File: config.mk
export PLATFORM = sky130hd
export DESIGN_NAME = datapath_jogo
export DESIGN_NICKNAME = d
export VERILOG_FILES = /design/src/rtl/datapath_jogo.sv
export SDC_FILE = /design/constraint.sdc
export NUM_CORES = 1
export LEC_CHECK = 0
export BUFFER_PORTS_ARGS = -buffer_cell sky130_fd_sc_hd__buf_2
export CORE_ASPECT_RATIO = 0.5
export CORE_MARGIN = 3
export CORE_UTILIZATION = 26
export DETAILED_ROUTE_END_ITERATION = 10
export GPL_TIMING_DRIVEN = 0
export MAX_ROUTING_LAYER = met4
export PLACE_DENSITY_LB_ADDON = 0.15
export SLEW_MARGIN = 40
export SYNTH_ARGS = -nofsm -noshare
export SYNTH_HDL_FRONTEND = slang
export SYNTH_SLANG_ARGS = --single-unit
File: constraint.sdc
create_clock -name clock_50 -period 5.9 [get_ports clock_50]
set_input_delay 0.295 -clock clock_50 [delete_from_list [all_inputs] [get_ports clock_50]]
set_output_delay 0.295 -clock clock_50 [all_outputs]
set_load 0.01 [all_outputs]
File: src/rtl/datapath_jogo.sv
// Memory-game datapath: symbol table, LED playback, key capture/compare, timeout and round count.
// Build option SEQ_LFSR_EN: symbol table filled from a 16-bit LFSR seeded by sw instead of (3*i+sw) mod 4.
module datapath_jogo #(
    parameter int TICK_DIV      = 50_000_000,
    parameter int ROUNDS        = 16,
    parameter int TIMEOUT_TICKS = 5
) (
    input  logic       clock_50,
    input  logic       reset,
    input  logic       r1,
    input  logic       r2,
    input  logic       e1,
    input  logic       e2,
    input  logic       e3,
    input  logic       e4,
    input  logic       sel,
    input  logic [7:0] sw,
    input  logic [3:0] key,
    output logic       end_fpga,
    output logic       end_user,
    output logic       end_time,
    output logic       win,
    output logic       match,
    output logic [3:0] leds,
    output logic [4:0] score
);
    localparam int RW = $clog2(ROUNDS + 1);
    localparam int UW = $clog2(ROUNDS + 2);
    localparam int IW = (ROUNDS > 1) ? $clog2(ROUNDS) : 1;
    localparam int TW = (TICK_DIV > 1) ? $clog2(TICK_DIV) : 1;
    localparam int OW = $clog2(TIMEOUT_TICKS + 1);

    logic          act_e1, act_e2, act_e3, act_e4;
    logic [TW-1:0] tcnt;
    logic          run, tick;
    logic [3:0]    k1, k2, k3;
    logic          press, key_ok;
    logic [1:0]    key_sym;
    logic [1:0]    sym [ROUNDS];
    logic [IW-1:0] wi;
    logic [1:0]    gen_sym;
    logic [UW-1:0] idx, uidx;
    logic [RW-1:0] rnd;
    logic [OW-1:0] tocnt;
    logic          play_on, err, e4_q;

    // Clears dominate, then one enable acts per cycle in order e1 > e3 > e2 > e4.
    assign act_e1 = e1 && !r1 && !r2;
    assign act_e3 = e3 && !e1 && !r1 && !r2;
    assign act_e2 = e2 && !e3 && !e1 && !r1 && !r2;
    assign act_e4 = e4 && !e2 && !e3 && !e1 && !r1 && !r2;

    // Playback counts from the cycle after the first symbol appears, so each entry gets a full tick.
    assign run  = act_e2 || (act_e3 && play_on);
    assign tick = run && (tcnt == TW'(TICK_DIV - 1));

    assign press = |(k2 & ~k3);

    always_comb begin
        key_ok  = 1'b1;
        key_sym = 2'd0;
        case (k2)
            4'b0001: key_sym = 2'd0;
            4'b0010: key_sym = 2'd1;
            4'b0100: key_sym = 2'd2;
            4'b1000: key_sym = 2'd3;
            default: key_ok  = 1'b0;
        endcase
    end

`ifdef SEQ_LFSR_EN
    logic [15:0] lfsr, lfsr_cur;
    logic        e1_q;

    assign lfsr_cur = (act_e1 && !e1_q) ? {sw, 8'hA5} : lfsr;
    assign gen_sym  = lfsr_cur[1:0];

    always_ff @(posedge clock_50 or negedge reset) begin
        if (!reset) begin
            lfsr <= '0;
            e1_q <= 1'b0;
        end else if (r1) begin
            lfsr <= '0;
            e1_q <= 1'b0;
        end else begin
            e1_q <= act_e1;
            if (act_e1)
                lfsr <= {lfsr_cur[14:0], lfsr_cur[15] ^ lfsr_cur[13] ^ lfsr_cur[12] ^ lfsr_cur[10]};
        end
    end
`else
    logic unused_sw;
    assign unused_sw = ^sw[7:2];
    assign gen_sym   = 2'(3 * int'(wi) + int'(sw[1:0]));
`endif

    always_ff @(posedge clock_50 or negedge reset) begin
        if (!reset) begin
            for (int i = 0; i < ROUNDS; i++) sym[i] <= 2'b00;
            wi <= '0;
        end else if (r1) begin
            for (int i = 0; i < ROUNDS; i++) sym[i] <= 2'b00;
            wi <= '0;
        end else if (act_e1) begin
            sym[wi] <= gen_sym;
            wi      <= (wi == IW'(ROUNDS - 1)) ? '0 : wi + IW'(1);
        end
    end

    // Keys are stored inverted so a cleared synchronizer reads as "nothing pressed".
    always_ff @(posedge clock_50 or negedge reset) begin
        if (!reset) begin
            k1 <= '0;
            k2 <= '0;
            k3 <= '0;
        end else begin
            k1 <= ~key;
            k2 <= k1;
            k3 <= k2;
        end
    end

    always_ff @(posedge clock_50 or negedge reset) begin
        if (!reset) begin
            tcnt <= '0; idx <= '0; uidx <= '0; tocnt <= '0; rnd <= '0;
            play_on <= 1'b0; err <= 1'b0; e4_q <= 1'b0;
            end_fpga <= 1'b0; end_user <= 1'b0; end_time <= 1'b0;
        end else if (r1) begin
            tcnt <= '0; idx <= '0; uidx <= '0; tocnt <= '0; rnd <= '0;
            play_on <= 1'b0; err <= 1'b0; e4_q <= 1'b0;
            end_fpga <= 1'b0; end_user <= 1'b0; end_time <= 1'b0;
        end else if (r2) begin
            tcnt <= '0; idx <= '0; uidx <= '0; tocnt <= '0;
            play_on <= 1'b0; err <= 1'b0; e4_q <= e4;
            end_fpga <= 1'b0; end_user <= 1'b0; end_time <= 1'b0;
        end else begin
            e4_q <= e4;
            if (run)
                tcnt <= tick ? '0 : tcnt + TW'(1);

            if (act_e3) begin
                if (!play_on)
                    play_on <= 1'b1;
                else if (tick && !end_fpga) begin
                    if (idx == UW'(rnd)) end_fpga <= 1'b1;
                    else                 idx      <= idx + UW'(1);
                end
            end

            if (act_e2 && !end_user) begin
                // A press in the terminal-tick cycle wins over the timeout.
                if (press) begin
                    tocnt <= '0;
                    if (key_ok && key_sym == sym[uidx[IW-1:0]]) begin
                        uidx <= uidx + UW'(1);
                        if (uidx == UW'(rnd)) end_user <= 1'b1;
                    end else begin
                        err      <= 1'b1;
                        end_user <= 1'b1;
                    end
                end else if (tick && !end_time) begin
                    tocnt <= tocnt + OW'(1);
                    if (tocnt == OW'(TIMEOUT_TICKS - 1)) end_time <= 1'b1;
                end
            end

            if (act_e4 && !e4_q && match && rnd != RW'(ROUNDS))
                rnd <= rnd + RW'(1);
        end
    end

    assign match = !err && (uidx == UW'(rnd) + UW'(1));
    assign win   = (rnd == RW'(ROUNDS));
    assign score = 5'(rnd);

    always_comb begin
        leds = 4'b0000;
        if (sel)
            leds = win ? 4'b1111 : 4'b0000;
        else if (act_e3 && play_on && !end_fpga)
            leds = 4'b0001 << sym[idx[IW-1:0]];
        else if (act_e2)
            leds = k2;
    end
endmodule

[Word level (Yosys, flattened, before mapping)]
Cells that the tools add are included.
W data, S select, Z words.
Cells by class
  muxes and demuxes: 70
  reduce and logical (&&, ||, !) cells: 60
  equal/unequal tests: 18
  shift-type cells: 1
  magnitude comparators: 4
  bitwise gates (word level): 6
  multipliers: 1
  add/subtract/negate cells: 7
Operators by type and width (count)
  $mux W26: 4
  $mux W5: 14
  $mux W32: 2
  $bwmux W32: 1
  $reduce_bool A3 Y1: 10
  $mux W1: 28
  $mux W4: 7
  $add A26 B1 Y26 const B: 1
  $eq A26 B26 Y1 const B: 1
  $logic_and A1 B1 Y1: 26
  $bmux W2 S4: 2
  $add A5 B1 Y5 const B: 3
  $eq A5 B5 Y1: 3
  $ge A5 B5 Y1 const B: 3
  $mux W3: 5
  $not A4 Y5: 3
  $reduce_and A4 Y1: 3
  $logic_not A1 Y1: 10
  $mux W2: 5
  $ne A3 B3 Y1 const B: 3
  $reduce_and A3 Y1: 3
  $demux W2 S4: 1
  $eq A4 B4 Y1 const B: 2
  $not A4 Y4: 2
  other kinds (22): 25
Storage, ports and cells
  output and inout bits: 14
  register bits: 98
  word-level logic and storage cells: 198
  input port bits: 21

[Longest topological paths before layout]
Gate-level depths: netlist (run 1).
  depth in word-level cells: 13
  mapped depth: 9
  depth with buffers taken out: 8

[Worst setup path before layout (run 1)]
Ideal clock, no wire load.
  path type: register to output
  start: reg idx[0]
  end: out leds[0]
  data arrival time: 2517 ps
  buffers on the path: 1
  cell stages (with the launch flop): 6
  required time: 5605 ps
  setup slack: 3088 ps
  cell sequence: dfrtp_1 buf_1 mux4_2 mux4_2 or3_1 a21oi_1
Between the ends
  word-level cells in the longest chain between the ends: 7
RTL lines
  from (decl): RTL line 42  | logic [UW-1:0] idx, uidx;
  from (signal assigned): RTL line 146  | else idx <= idx + UW'(1);
  $not A4 Y5 (implied by the code): RTL line 181  | leds = 4'b0001 << sym[idx[IW-1:0]];
  $bmux W2 S4: RTL line 181
  $mux W2 (implied by the code) (2 in series): RTL line 181
  $shl A1 B2 Y4: RTL line 181
  $mux W4: RTL line 180  | else if (act_e3 && play_on && !end_fpga)
  $mux W4: RTL line 178  | if (sel)
  to (decl): RTL line 24  | output logic [3:0] leds,
No other way between the ends. The select of a mux whose other input is x is not followed.

[Worst setup path after layout (run 1)]
  start: reg idx[1]
  end: out leds[0]
The elaborated chain is that of the path after synthesis.

==> impl_metrics.toml, run 1 <==
[detailed_routing]
drt-initial-drc-count = 347
firstDrtPassIters = 5
antenna_left = 0
drcViolationCount = 0
avgRoutedWirePerCell_microns = 16.71
wirelength_microns = 14690
vias = 4279
routed_via_density = 4.868

[logic_synthesis]
ys_ff_latch = 98
synthTopCellsByArea = "dfrtp_1, mux4_2, nor2_1"
yosysWarnings = 0
synth_top_area_share_pct = 44.07
synth_cell_types = 55
synth_edf_count = 0
syn_inst = 562
syn_area_sq_um = 5564
yosys.area.top_type = "dfrtp_1"
synth_flop_cell = "dfrtp_1"
synthArstFlopShare_pct = 100.0
syn_nets = 595
syn_area_per_cell_sq_um = 9.901
seq_area_frac_synth_pct = 44.07

[setup_path]
r2r_setup_slack_ns = 2.89
crit_fanout = 10
r2r_cells = 7
crit_type = "reg2out"
reg2reg_from = "uidx[0]"
cp_data_arrival_time_ns = 2.95
critPathLaunchType = "flip-flop"
worstPathRequired_ns = 5.61
r2r_end = "uidx[0]"
endpoint_kind = "output port"

[cts]
cts_hold_buf = 1
cts_tree = "built"
clk_latency_ns = 0.35
cts_sinks = 98
cts_buffers = 9
cts_resized = 0
h-tree-depth = 3
postCtsSetupBuffers = 0
clkSlewWorstSetupHoldPaths_ns = 0.07
root_buffer = "clkbuf_16"
cts_buffer_depth = 2

[placement]
port_buffers = 26
dp.cells = 862
place_congestion = 0.7811
dpl.hpwl_microns = 10620

[pwr]
comb_power_share_pct = 6.7
p_sw_share_pct = 23.13
p_int_mw = 1.147
power_frac_seq_pct = 45.9
switchingPower_uw = 345.1
p_leak_nw = 2.714
ir_drop_uv = 144.0
pwr-share-clk_pct = 47.4
power_density_nw_per_um2 = 231.4

[worst_hold_path]
holdPathStages = 2
min-delay-start = "key[0]"
hold_class = "in2reg"
hold_end = "k1[0]"

[outcome]
status = "finished clean"

[global_route]
antenna_found_initial = 0
grt_pass1_vias = 4197
grt_pass1_wl_microns = 23820
grtUsageTotal_pct = 13.44
grt-ovfl-total = 0
grt_max_degree = 55

[floorplanning]
io_pins = 35
start_util_pct = 26.77
rows = 37
dieHeight_microns = 109.4
die_area_sq_um = 23300
die_w_microns = 212.9
coreArea_sq_um = 20790

[timing]
hold_viol = 0
setup_tns_ns = 0
fmax_mhz = 307.7
worst_slew_pin_slew_ns = 0.8691
slew_viol_final = 0
rsz0062_at_grt = "false"
setup_violations = 0
skew_ns = 0.008937
layout_min_cycle_time_ns = 3.250
period_share_pct = 55.08
slew_headroom_pct = 41.52

[run]
drv_cap = 0

[final_layout]
fin_nets = 634
n_fill_cell = 2152
area_growth_pct = 15.83
final_cells = 879
drive_gt1_share_pct = 13.04
n_antenna_cell = 0
## worst max-delay path, stage by stage (launching register included)
cell	delay (ns)
dfrtp_1	0.40
clkbuf_1	0.54
mux4_2	0.43
mux4_2	0.54
or3_1	0.40
a21oi_1	0.15
buf_2	0.15
## power groups by stage
stage | Clock (mW) | Sequential, mW | Combinational (mW)
after global placement | 0 | 0.698 | 0.0984
after CTS | 0.728 | 0.685 | 0.102
after floorplan | 0 | 0.697 | 0.0511
after detailed placement | 0 | 0.698 | 0.101
final | 0.707 | 0.685 | 0.0992
after global routing | 0.752 | 0.686 | 0.111
## worst max path at each step
stage | start | to | cells past startpoint | slack, ns
floorplan | idx[0] | leds[0] | 5 | 3.09
global placement | idx[0] | leds[0] | 6 | 2.69
detailed placement | idx[0] | leds[0] | 6 | 2.66
CTS | idx[0] | leds[0] | 6 | 2.27
global route | idx[0] | leds[0] | 6 | 2.49
finish | idx[1] | leds[0] | 6 | 2.65
## cell families (layout without fill, tap and decap cells)
logic type,after synthesis,count (layout),synth area share [%]
compound gates,83,83,9.153
xor+xnor,37,37,5.824
fa+ha+maj,12,12,2.698
buf+inv,52,96,4.025
flops,98,98,44.07
mux,43,43,11.92
simple gates,237,237,22.31
## sequential cells by signal, indices dropped and copies added (netlist names), 3 cells and up
register / cells
idx: 5
k1: 4
k2: 4
k3: 4
score: 5
sym: 32
tcnt: 26
tocnt: 3
uidx: 5
wi: 4
## cells in the final DEF (no fill, tap or decap), types with 3 or more instances in the layout
| cell | count |
|---|---|
| dfrtp_1 | 98 |
| a31oi_1 | 4 |
| o31ai_1 | 4 |
| and2_1 | 6 |
| nand2b_1 | 13 |
| mux4_2 | 18 |
| nand4_1 | 13 |
| a21oi_1 | 22 |
| nand3b_1 | 10 |
| xnor2_1 | 16 |
| buf_2 | 29 |
| o21ai_0 | 31 |
| or4_1 | 4 |
| nor4bb_1 | 3 |
| ha_1 | 12 |
| a41o_1 | 3 |
| mux2i_1 | 21 |
| nand2_1 | 38 |
| nand3_1 | 25 |
| o41ai_1 | 3 |
| buf_6 | 3 |
| inv_1 | 20 |
| nor4_1 | 6 |
| clkbuf_16 | 9 |
| and3_1 | 6 |
| xor2_1 | 21 |
| nor2_1 | 72 |
| bufinv_16 | 3 |
| nor4b_1 | 6 |
| mux2_2 | 3 |
| nor2b_1 | 5 |
| clkbuf_1 | 23 |
| or3_1 | 9 |
| nor3_1 | 11 |
## per-stage QoR
step	power [mW]	setup slack, ns	hold slack [ns]	cell area (sq um)	util, %
6_report	1.492	2.650	0.08806	6445	31.01
3_5_place_dp	0.7994	2.658	0.2602	6080	29.25
5_1_grt	1.549	2.489	0.07560	6445	31.01
4_1_cts	1.516	2.273	0.07697	6444	31.00
3_3_place_gp	0.7968	2.693	0.3323	6036	29.04
2_1_floorplan	0.7476	3.088	-0.0005911	5564	-
## layout make-up
| cell class | count | area, sq um | area share [%] |
|---|---|---|---|
| Timing Repair Buffer | 28 | 177.7 | 2.757 |
| Buffer | 32 | 150.1 | 2.330 |
| Sequential cell | 98 | 2452 | 38.05 |
| Clock inverter | 4 | 97.59 | 1.514 |
| Inverter | 20 | 75.07 | 1.165 |
| Clock buffer | 12 | 256.5 | 3.980 |
| Tap cell | 273 | 341.6 | 5.300 |
| Multi-Input combinational cell | 412 | 2894 | 44.90 |
## per-layer routing
layer	vias to the layer above	routed length (microns)	part of all wire, %	global-route usage (%)
met3	6	410	2.8	2.366
met2	50	6423	44	19.92
met1	2145	7788	53	19.65
met4	0	68	0.46	1.897
li1	2078	-	-	-
met5	-	0	0	-
## cells in the mapped netlist (all sizes together) (9+ instances only)
master  instances
nand2          38
nand2b         13
nand3          25
or3             9
nor4            9
nor2           72
nor3           11
a21oi          23
ha             12
clkbuf         23
inv            20
nand4          13
dfrtp          98
mux4           18
xnor2          16
buf             9
nand3b         10
o21ai          31
mux2i          22
xor2           21
(Power assumes the default switching activity.)
==> run 2, diff against run 1 <==
==> constraint.sdc (replaced) <==
create_clock -name clock_50 -period 3.3 [get_ports clock_50]
set_input_delay 0.165 -clock clock_50 [delete_from_list [all_inputs] [get_ports clock_50]]
set_output_delay 0.165 -clock clock_50 [all_outputs]
set_load 0.01 [all_outputs]
==> run 2 against run 1 <==
Against the previous run: via count fell by 0.26%; total power grew 79%; first-iteration DRC count increased by 1.2%; critical endpoint unchanged; highest routed layer unchanged.
==> impl_metrics.toml, run 2 (synthesized netlist as in run 1, its figures left out) <==
[outcome]
status = "finished clean"

[timing]
rsz0062_at_grt = "false"
worst_slew_pin_slew_ns = 0.8691
skew_ns = 0.008587
hold_viol = 0
setup_tns_ns = 0
slew_viol_final = 0
setup_violations = 0
period_share_pct = 94.93
layout_min_cycle_time_ns = 3.133
slew_headroom_pct = 41.52
fmax_mhz = 319.2

[final_layout]
fin_nets = 638
largest_reg_flops = 32
reg_top3 = "sym: 32 flops, tcnt: 26 flops"
fin_util_pct = 31.20
area_growth_pct = 16.55
final_cell_mix = "dfrtp_1, nor2_1, nand2_1"
n_antenna_cell = 0
n_fill_cell = 2152
final_common_cell = "dfrtp_1"
largest-register = "sym"
drive_gt1_share_pct = 12.95
final_cells = 883

[global_route]
grt_max_degree = 55
antenna_found_initial = 0
grtUsageTotal_pct = 13.46
grt_pass1_vias = 4206
grt-ovfl-total = 0
grt_pass1_wl_microns = 23840

[pwr]
switchingPower_uw = 619.3
p_leak_nw = 2.732
power_frac_seq_pct = 45.9
p_int_mw = 2.053
p_sw_share_pct = 23.17
pwr-share-clk_pct = 47.4
ir_drop_uv = 257.4
power_density_nw_per_um2 = 412.1
comb_power_share_pct = 6.8

[detailed_routing]
wirelength_microns = 14700
routed_via_density = 4.834
drt-met1-wl_microns = 7816
wl_met2_microns = 6378
wl_met3_microns = 435
drt-initial-drc-count = 351
avgRoutedWirePerCell_microns = 16.65
vias = 4268
drcViolationCount = 0
firstDrtPassIters = 5
top_layer = "met4"
antenna_left = 0

[cts]
cts_sinks = 98
cts_buffers = 9
h-tree-depth = 3
cts_tree = "built"
cts_buffer_depth = 2
clkSlewWorstSetupHoldPaths_ns = 0.07
root_buffer = "clkbuf_16"
clk_latency_ns = 0.35
postCtsSetupBuffers = 0

[worst_hold_path]
holdPathStages = 2
hold_class = "in2reg"

[setup_path]
endpoint = "leds[0]"
worstPathRequired_ns = 3.13
cp_data_arrival_time_ns = 2.97
r2r_setup_slack_ns = 0.30
endpoint_kind = "output port"
crit_type = "reg2out"
startpoint = "idx[1]"
critPathLaunchType = "flip-flop"
reg2reg_from = "uidx[0]"
r2r_end = "uidx[0]"
r2r_cells = 7
crit_fanout = 10

[floorplanning]
die_area_sq_um = 23300
dieHeight_microns = 109.4
coreArea_sq_um = 20790
start_util_pct = 26.77
io_pins = 35
rows = 37
die_w_microns = 212.9

[placement]
place_congestion = 0.7811
dp.cells = 862
dpl.hpwl_microns = 10620
port_buffers = 26

[run]
drv_cap = 0
## run 2: cell types whose count changed in the layout (fill, tap and decap cells not counted)
cell / previous run / this run
buf_2: 29 / 30
clkbuf_2: 2 / 1
dlygate4sd3_1: 1 / 5
## run 2: power groups by stage
stage                     combinational (mW)  sequential (mW)  clock [mW]
final                                  0.181             1.23        1.27
after floorplan                       0.0913             1.25           0
after global placement                 0.176             1.25           0
after detailed placement               0.181             1.25           0
after global routing                   0.202             1.23        1.34
after CTS                              0.186             1.23        1.30
## run 2: layer usage
| metal | global-route usage, % | vias to the layer above |
|---|---|---|
| met5 | - | - |
| met4 | 1.897 | 0 |
| met3 | 2.366 | 6 |
| met2 | 19.85 | 52 |
| met1 | 19.74 | 2124 |
| li1 | - | 2086 |
## run 2: final cells by class
class	count	area, sq um	area share (%)
multi-input cells	412	2894	44.63
flip-flops and latches	98	2452	37.82
well taps	273	341.6	5.267
clock buffers	12	256.5	3.955
repair buffers	32	217.7	3.357
plain buffers	32	150.1	2.315
clock inverters	4	97.59	1.505
inverters	20	75.07	1.158
## run 2: critical path, stage by stage (launching register included)
cell and delay (ns):
dfrtp_1 0.40, clkbuf_1 0.56, mux4_2 0.43, mux4_2 0.54, or3_1 0.40, a21oi_1 0.15, buf_2 0.15
## run 2: through the flow
stage	hold slack, ns	power (mW)	setup slack (ns)	cell area [sq um]
3_3_place_gp	0.3093	1.425	0.2233	6036
3_5_place_dp	0.1302	1.429	0.1879	6080
6_report	0.06007	2.672	0.1675	6485
2_1_floorplan	-0.1306	1.337	0.6177	5564
4_1_cts	0.05540	2.714	0.03839	6491
5_1_grt	0.08378	2.774	0.02917	6485
## run 2: how the worst min path moves through the flow
stage	startpoint	slack (ns)	endpoint
global route	e4	0.08	e4_q
CTS	e4	0.06	e4_q
finish	e4	0.06	e4_q
detailed placement	reset	0.13	k1[1]
global placement	key[0]	0.31	k1[0]
floorplan	reset	-0.13	e4_q
## run 2: repair_timing
item / CTS / global route
setup endpoints to repair: 2 / 1
resized for setup: 2 / 2
endpoints found under the hold margin: 57 / 0
hold buffers: 5 / 0
==> run 3, diff against run 2 <==
--- a/config.mk
+++ b/config.mk
@@ -10,10 +10,8 @@
 export CORE_MARGIN = 3
 export CORE_UTILIZATION = 26
 export DETAILED_ROUTE_END_ITERATION = 10
-export GPL_TIMING_DRIVEN = 0
 export MAX_ROUTING_LAYER = met4
 export PLACE_DENSITY_LB_ADDON = 0.15
-export SLEW_MARGIN = 40
 export SYNTH_ARGS = -nofsm -noshare
 export SYNTH_HDL_FRONTEND = slang
 export SYNTH_SLANG_ARGS = --single-unit
==> constraint.sdc (replaced) <==
create_clock -name clock_50 -period 4.03 [get_ports clock_50]
set_input_delay 0.2015 -clock clock_50 [delete_from_list [all_inputs] [get_ports clock_50]]
set_output_delay 0.2015 -clock clock_50 [all_outputs]
set_load 0.01 [all_outputs]
==> run 3 against run 2 <==
Against the previous run: total power decreased by 25%; worst hold slack better by 0.035 ns; wire length decreased by 4.8%; critical path type unchanged; highest routed layer unchanged.
==> impl_metrics.toml, run 3 (synthesized netlist as in run 1, its figures left out) <==
[outcome]
status = "finished clean"

[detailed_routing]
firstDrtPassIters = 4
vias = 4182
drcViolationCount = 0
drt-initial-drc-count = 276
antenna_left = 0
wirelength_microns = 13990
avgRoutedWirePerCell_microns = 16.23
routed_via_density = 4.852

[timing]
period_share_pct = 76.81
fmax_mhz = 323.1
hold_viol = 0
worst_slew_pin_slew_ns = 0.9059
slew_headroom_pct = 39.05
rsz0062_at_grt = "false"
skew_ns = 0.01167
slew_viol_final = 0
layout_min_cycle_time_ns = 3.095
setup_violations = 0
setup_tns_ns = 0
setup_ws_ns = 0.9347

[run]
drv_cap = 0

[placement]
place_congestion = 0.7471
preCtsSetupSlack_ns = 1.047
port_buffers = 28
dpl.hpwl_microns = 10050

[worst_hold_path]
hold_class = "in2reg"
holdPathStages = 2

[setup_path]
endpoint_kind = "output port"
crit_fanout = 12
cpMaxStageDelayCell = "dfrtp_1"
cp_common_cell = "mux4_2"
critPathLaunchType = "flip-flop"
cp_data_arrival_time_ns = 2.89
crit_type = "reg2out"
max_stage_delay_ns = 0.74
r2r_cells = 6
path_cells = "mux4_2 -> mux4_2 -> or3_1 -> a21oi_1 -> buf_2"
worstPathRequired_ns = 3.83

[final_layout]
largest-register = "sym"
final_cell_mix = "dfrtp_1, nor2_1, nand2_1"
n_antenna_cell = 0
reg_top3 = "sym: 32 flops, tcnt: 26 flops"
drive_gt1_share_pct = 13.58
final_common_cell = "dfrtp_1"
fin_nets = 617
area_growth_pct = 13.54
largest_reg_flops = 32

[floorplanning]
die_w_microns = 212.9
rows = 37
start_util_pct = 26.77
dieHeight_microns = 109.4
coreArea_sq_um = 20790
io_pins = 35
die_area_sq_um = 23300

[pwr]
p_leak_nw = 2.668
power_density_nw_per_um2 = 318.4
ir_drop_uv = 184.6

[global_route]
grt_pass1_wl_microns = 23180
grt_pass1_vias = 4153
grtUsageTotal_pct = 13.06
grt-ovfl-total = 0
grt_max_degree = 36
antenna_found_initial = 0

[cts]
root_buffer = "clkbuf_16"
clkSlewWorstSetupHoldPaths_ns = 0.07
cts_tree = "built"
cts_buffers = 9
postCtsSetupBuffers = 0
cts_hold_buf = 5
cts_sinks = 98
cts_resized = 0
cts_buffer_depth = 2
h-tree-depth = 3
clk_latency_ns = 0.35
## run 3: critical path, delay by kind of cell (launching register included)
kind / cells / cell delay (ns)
buffers and inverters: 1 / 0.15
muxes: 2 / 1.14
DFF: 1 / 0.74
AOI/OAI and AO/OA: 1 / 0.15
and+or+nand+nor: 1 / 0.38
## run 3: path summary, 6_finish.rpt
| check | startpoint | to | slack [ns] |
|---|---|---|---|
| worst max-delay path | idx[0] | leds[0] | 0.93 |
| worst min-delay path | e4 | e4_q | 0.09 |
| worst max register to register | uidx[0] | uidx[0] | 1.06 |
| worst min register to register | k1[3] | k2[3] | 0.35 |
| max in group asynchronous | reset | idx[1] | 2.82 |
| min in group asynchronous | reset | k2[0] | 0.35 |
## run 3: per-layer routing
layer	global-route usage (%)	wire [microns]
met1	18.68	7491
met2	19.60	6063
met3	2.480	334
met4	2.134	98
met5	-	0
## run 3: report_power, final
| part | leakage (nW) | internal (mW) | switching [mW] | total (mW) |
|---|---|---|---|---|
| sequential | 1.34 | 0.993 | 0.0105 | 1.00 |
| clock | 0.136 | 0.480 | 0.386 | 0.866 |
| combinational | 1.19 | 0.0442 | 0.0969 | 0.141 |
| total | 2.67 | 1.52 | 0.493 | 2.01 |
## run 3: area by class of cell
cell class              instances  area, sq um
multi-input cells             412         2893
well taps                     273        341.6
clock buffers                  11        232.7
repair buffers                 43        267.8
fillers                      2139        14470
clock inverters                 5        55.05
inverters                      20        75.07
flip-flops and latches         98         2452
## run 3: through the flow
step / total power [mW] / instances / util, % / hold WS [ns] / cell area [sq um]
floorplan: 1.095 / 562 / - / -0.09409 / 5564
global placement: 1.165 / 841 / 28.77 / 0.1817 / 5979
detailed placement: 1.165 / 841 / 28.77 / 0.1846 / 5979
CTS: 2.052 / 862 / 30.39 / 0.09048 / 6317
global route: 2.100 / 862 / 30.39 / 0.1025 / 6317
finish: 2.011 / 862 / 30.39 / 0.09471 / 6317
